## src/rtl/branch_cond_unit.sv

```systemverilog
// Pipelined MIPS branch-condition evaluator with valid/ready handshake,
// synchronous flush and a saturating taken-branch counter.
module branch_cond_unit #(
  parameter int unsigned WIDTH       = 32,
  parameter int unsigned PIPE_STAGES = 1,
  parameter int unsigned CNT_W       = 16
) (
  input  logic             clk,
  input  logic             rst_n,
  input  logic             in_valid,
  output logic             in_ready,
  input  logic [WIDTH-1:0] a,
  input  logic [WIDTH-1:0] b,
  input  logic [2:0]       mode,
  input  logic             flush,
  output logic             out_valid,
  input  logic             out_ready,
  output logic             taken,
  output logic             a_zero,
  input  logic             cnt_clr,
  output logic [CNT_W-1:0] taken_cnt
);

  typedef enum logic [2:0] {
    ModeEq    = 3'b000,
    ModeNe    = 3'b001,
    ModeLez   = 3'b010,
    ModeGtz   = 3'b011,
    ModeLtz   = 3'b100,
    ModeGez   = 3'b101,
    ModeZero  = 3'b110,
    ModeNever = 3'b111
  } mode_e;

  // Resolve the branch condition from the pre-computed compare flags.
  function automatic logic cond_eval(mode_e m, logic eq, logic zero, logic sign);
    logic r;
    r = 1'b0;
    case (m)
      ModeEq:    r = eq;
      ModeNe:    r = !eq;
      ModeLez:   r = sign || zero;
      ModeGtz:   r = !sign && !zero;
      ModeLtz:   r = sign;
      ModeGez:   r = !sign;
      ModeZero:  r = zero;
      default:   r = 1'b0;
    endcase
    return r;
  endfunction

  // Operand flags computed straight from the inputs.
  logic eq_c, zero_c, sign_c;
  assign eq_c   = (a == b);
  assign zero_c = ~|a;
  assign sign_c = a[WIDTH-1];

  // Output (last) stage state.
  logic             out_valid_q;
  logic             taken_q;
  logic             a_zero_q;
  logic [CNT_W-1:0] taken_cnt_q;

  // Feed into the last stage from whichever stage precedes it.
  logic feed_valid, feed_taken, feed_zero;
  logic last_free, out_xfer, last_load;

  assign out_xfer  = out_valid_q && out_ready;
  // Last stage can take new data when empty or emptying this cycle.
  assign last_free = !out_valid_q || out_ready;
  assign last_load = last_free && feed_valid && !flush;

  if (PIPE_STAGES == 2) begin : g_two_stage
    logic             s1_valid_q;
    logic             s1_eq_q;
    logic             s1_zero_q;
    logic             s1_sign_q;
    logic [2:0]       s1_mode_q;
    logic             s1_load;

    assign in_ready   = !s1_valid_q || last_free;
    assign s1_load    = in_valid && in_ready && !flush;
    assign feed_valid = s1_valid_q;
    assign feed_taken = cond_eval(mode_e'(s1_mode_q), s1_eq_q, s1_zero_q, s1_sign_q);
    assign feed_zero  = s1_zero_q;

    // Stage 1: capture compare flags and mode on acceptance.
    always_ff @(posedge clk or negedge rst_n) begin
      if (!rst_n) begin
        s1_valid_q <= 1'b0;
        s1_eq_q    <= 1'b0;
        s1_zero_q  <= 1'b0;
        s1_sign_q  <= 1'b0;
        s1_mode_q  <= 3'b000;
      end else begin
        if (flush) begin
          s1_valid_q <= 1'b0;
        end else if (in_ready) begin
          s1_valid_q <= in_valid;
        end
        if (s1_load) begin
          s1_eq_q   <= eq_c;
          s1_zero_q <= zero_c;
          s1_sign_q <= sign_c;
          s1_mode_q <= mode;
        end
      end
    end
  end else begin : g_one_stage
    assign in_ready   = last_free;
    assign feed_valid = in_valid;
    assign feed_taken = cond_eval(mode_e'(mode), eq_c, zero_c, sign_c);
    assign feed_zero  = zero_c;
  end

  // Output stage: data held while stalled; flush drops the valid bit.
  always_ff @(posedge clk or negedge rst_n) begin
    if (!rst_n) begin
      out_valid_q <= 1'b0;
      taken_q     <= 1'b0;
      a_zero_q    <= 1'b0;
    end else begin
      if (flush) begin
        out_valid_q <= 1'b0;
      end else if (last_free) begin
        out_valid_q <= feed_valid;
      end
      if (last_load) begin
        taken_q  <= feed_taken;
        a_zero_q <= feed_zero;
      end
    end
  end

  // Taken counter: clear wins over increment, saturates at all-ones.
  always_ff @(posedge clk or negedge rst_n) begin
    if (!rst_n) begin
      taken_cnt_q <= '0;
    end else if (cnt_clr) begin
      taken_cnt_q <= '0;
    end else if (out_xfer && taken_q && (taken_cnt_q != '1)) begin
      taken_cnt_q <= taken_cnt_q + 1'b1;
    end
  end

  assign out_valid = out_valid_q;
  assign taken     = taken_q;
  assign a_zero    = a_zero_q;
  assign taken_cnt = taken_cnt_q;

endmodule

```

## config.mk

```make
export PLATFORM = sky130hd
export DESIGN_NAME = branch_cond_unit
export DESIGN_NICKNAME = d
export VERILOG_FILES = /design/src/rtl/branch_cond_unit.sv
export SDC_FILE = /design/constraint.sdc
export NUM_CORES = 1
export LEC_CHECK = 0
export BUFFER_PORTS_ARGS = -buffer_cell sky130_fd_sc_hd__buf_4
export CORE_ASPECT_RATIO = 2
export CORE_MARGIN = 3
export CORE_UTILIZATION = 38
export CTS_CLUSTER_DIAMETER = 60
export DETAILED_ROUTE_END_ITERATION = 10
export HOLD_SLACK_MARGIN = 0.12
export PLACE_DENSITY = 0.85
export SETUP_SLACK_MARGIN = 0.05
export SYNTH_ARGS = -nofsm -noshare
export SYNTH_HDL_FRONTEND = slang
export SYNTH_SLANG_ARGS = --single-unit
```

## constraint.sdc

```tcl
create_clock -name clk -period 1.7 [get_ports clk]
set_input_delay 0.34 -clock clk [delete_from_list [all_inputs] [get_ports clk]]
set_output_delay 0.34 -clock clk [all_outputs]
set_load 0.01 [all_outputs]
```

==> impl_metrics.env <==
export IMPL_grt_pass1_vias=1814
export IMPL_ys_seq_area_share_pct=32.8
export IMPL_r2r_cells=7
export IMPL_drive_above_1_share_pct=49.3
export IMPL_synth_area_top_cells="dfrtp_1 (33%), xor2_1 (25%), nor4_1 (6.9%)"
export IMPL_cts_made_buffers=3
export IMPL_maxCapViolations=0
export IMPL_cts_tree="yes"
export IMPL_power_mw=1.09
export IMPL_ys_flop_type="dfrtp_1"
export IMPL_start_util_pct=39.7
export IMPL_outcome="complete, but fails checks"
export IMPL_skew_ns=0.00969
export IMPL_route_met2_wl_mm=2.79
export IMPL_power_frac_comb_pct=28.4
export IMPL_met1Wirelength_mm=1.33
export IMPL_intPower_uw=809
export IMPL_worstReg2RegStart="taken_cnt[1]"
export IMPL_violations="negative setup slack"
export IMPL_p_leak_nw=1.18
export IMPL_die_y_um=93.3
export IMPL_cts_buffer_depth=2
export IMPL_antenna_cells=0
export IMPL_layout_nets=347
export IMPL_drtIter0Drc=21
export IMPL_finalCriticalPeriod_ns=1.70
export IMPL_yosysTopAreaCell="dfrtp_1"
export IMPL_die_w_um=49.6
export IMPL_start_kind="flop"
export IMPL_rsz0062_at_grt="true"
export IMPL_die_area_um2=4630
export IMPL_dr_pass1_iters=4
export IMPL_grt_max_degree=20
export IMPL_globalRouteTotalUtil_pct=21.1
export IMPL_syn_cell_area_um2=1450
export IMPL_drt_wl_total_mm=4.74
export IMPL_holdCritPathClass="input port to flop"
export IMPL_route_detailed_drc=0
export IMPL_vias_per_cell=5.08
export IMPL_vias=1630
export IMPL_antenna_found_initial=0
export IMPL_fillCellCount=298
export IMPL_vdd_drop_max_uv=341
export IMPL_yosysUniqueCellTypes=32
export IMPL_final_setup_viol_count=1
export IMPL_synth_most_common_cell="xor2_1"
export IMPL_clkPwrFrac_pct=28.8
export IMPL_postSynthCellCount=155
export IMPL_core_um2=3650
export IMPL_slew_headroom_pct=77.5
export IMPL_htreeDepth=1
export IMPL_synth_edff_count=0
export IMPL_fin_ws_ns=-0.000123
export IMPL_root_buffer="clkbuf_8"
export IMPL_syn_to_final_growth_pct=69.9
export IMPL_syn_area_per_cell_um2=9.34
export IMPL_ys_top_cells_by_count="xor2_1 (42), nor2_1 (22), dfrtp_1 (19)"
export IMPL_ys_async_sr_fraction_pct=100
export IMPL_critPathMaxFanout=5
export IMPL_drv_slew=0
export IMPL_tns_ns=-0.000123
export IMPL_placement_rows=31
export IMPL_critPathLaunch="taken_cnt[1]"
export IMPL_drtAntennaViolNets=0
export IMPL_top_layer="met4"
export IMPL_tightestPinTransition_ns=0.334
export IMPL_r2r_slack_ns=-0.0001
export IMPL_crit_path_end="taken_cnt[15]"
export IMPL_hold_viol=0
export IMPL_io_pins=93
export IMPL_wire_per_inst_um=14.8
export IMPL_ys_ff_latch=19
export IMPL_syn_nets=229
export IMPL_gr_total_overflow=0
export IMPL_min_delay_start="flush"
export IMPL_cp_end_kind="flop"
export IMPL_p_sw_uw=285
export IMPL_cp_arrival_ns=1.90
export IMPL_min_period_over_period_pct=100
export IMPL_cellPowerDensity_nw_per_um2=444
export IMPL_preCtsSetupSlack_ns=-0.119
export IMPL_switching_share_pct=26.0
export IMPL_wl_met3_um=355
export IMPL_grt_pass1_wl_mm=7.45
export IMPL_yosysWarningCount=0
export IMPL_crit_type="flop to flop"
export IMPL_final_core_util_pct=67.5
export IMPL_fin_area_um2=2460
export IMPL_r2r_end="taken_cnt[15]"
export IMPL_fmax_mhz=588
export IMPL_dpl_cell_area_um2=2340
export IMPL_gp_congestion=0.786
export IMPL_synth_top_cell_area_share_pct=32.8
export IMPL_sequentialPowerShare_pct=42.8
export IMPL_required_ns=1.90
export IMPL_port_buffers=92
export IMPL_clk_pin_slew_ns=0.08
export IMPL_clkSinkCount=19
export IMPL_clk_latency_ns=0.26
export IMPL_hpwlAfterDp_mm=4.14
==> per-stage QoR <==
step	cells	hold slack (ns)
after floorplan	155	0.0444
after global placement	313	0.226
after detailed placement	313	0.228
after CTS	319	0.233
after global routing	321	0.237
final	321	0.240
==> cell type report <==
cell class / count / area [um2] / share of cell area (%)
sequential: 19 / 477 / 19.4
clock inverter: 1 / 5.00 / 0.203
multi-input combinational: 132 / 998 / 40.6
timing repair buffer: 115 / 870 / 35.4
inverter: 2 / 7.51 / 0.305
tap: 49 / 61.3 / 2.49
clock buffer: 3 / 41.3 / 1.68
==> cell families (layout without fill, tap and decap cells) <==
group	after synthesis	in the layout	synth area share (%)
muxes	2	2	1.47
xor gates and xnor gates	50	50	30.3
buffers and inverters	4	121	1.04
adders and majority gates	1	1	0.864
DFF	19	19	32.8
AOI/OAI and AO/OA	6	6	5.19
and+or+nand+nor	73	73	28.3
==> power by group through the flow <==
| stage | clock network (mW) | logic (mW) | registers (mW) |
|---|---|---|---|
| after floorplan | 0 | 0.0943 | 0.479 |
| final | 0.315 | 0.311 | 0.468 |
| after detailed placement | 0 | 0.305 | 0.476 |
| after global routing | 0.337 | 0.342 | 0.469 |
| after CTS | 0.325 | 0.308 | 0.468 |
| after global placement | 0 | 0.299 | 0.476 |
==> cell usage in the layout, fill, tap and decap left out, types with 3 or more instances in the layout <==
master and instances:
clkbuf_8 3, xnor2_1 7, nand3_1 5, nor2_1 21, nand4_1 9, dfrtp_1 18, nor4_1 15, xor2_1 42
buf_4 113, nand2_1 4
==> critical path: stages (launching register included) <==
cell,delay [ns]
dfrtp_1,0.41
ha_4,0.18
and3_4,0.14
and2_4,0.18
a211oi_4,0.30
nand4_1,0.17
xor2_1,0.17
nor2_1,0.10
==> timing repair <==
| action | in CTS | in global routing |
|---|---|---|
| setup buffers | 1 | 2 |
| hold endpoints to repair | 19 | 0 |
| setup endpoints to repair | 6 | 11 |
| gates resized for setup | 1 | 6 |
| pin swaps | 9 | 9 |
| hold buffers | 1 | 0 |
==> worst min-delay path by stage <==
stage          cells after the start  slack [ns]      endpoint
3_5_place_dp                       1        0.23  taken_cnt[9]
6_report                           2        0.24     out_valid
4_1_cts                            2        0.23     out_valid
3_3_place_gp                       1        0.23  taken_cnt[8]
2_1_floorplan                      0        0.04        a_zero
5_1_grt                            2        0.24     out_valid
==> sequential cells by signal, indices dropped and copies added, names as in the netlist <==
signal	flops
taken_cnt	16
taken	1
a_zero	1
out_valid	1
==> layer usage <==
metal | global-route usage (%) | vias to the layer above
met3 | 4.47 | 20
met2 | 42.7 | 87
met1 | 16.4 | 745
li1 | - | 778
met4 | 14.5 | 0
met5 | 0 | -
No activity file was read; power rests on OpenSTA's default activity.
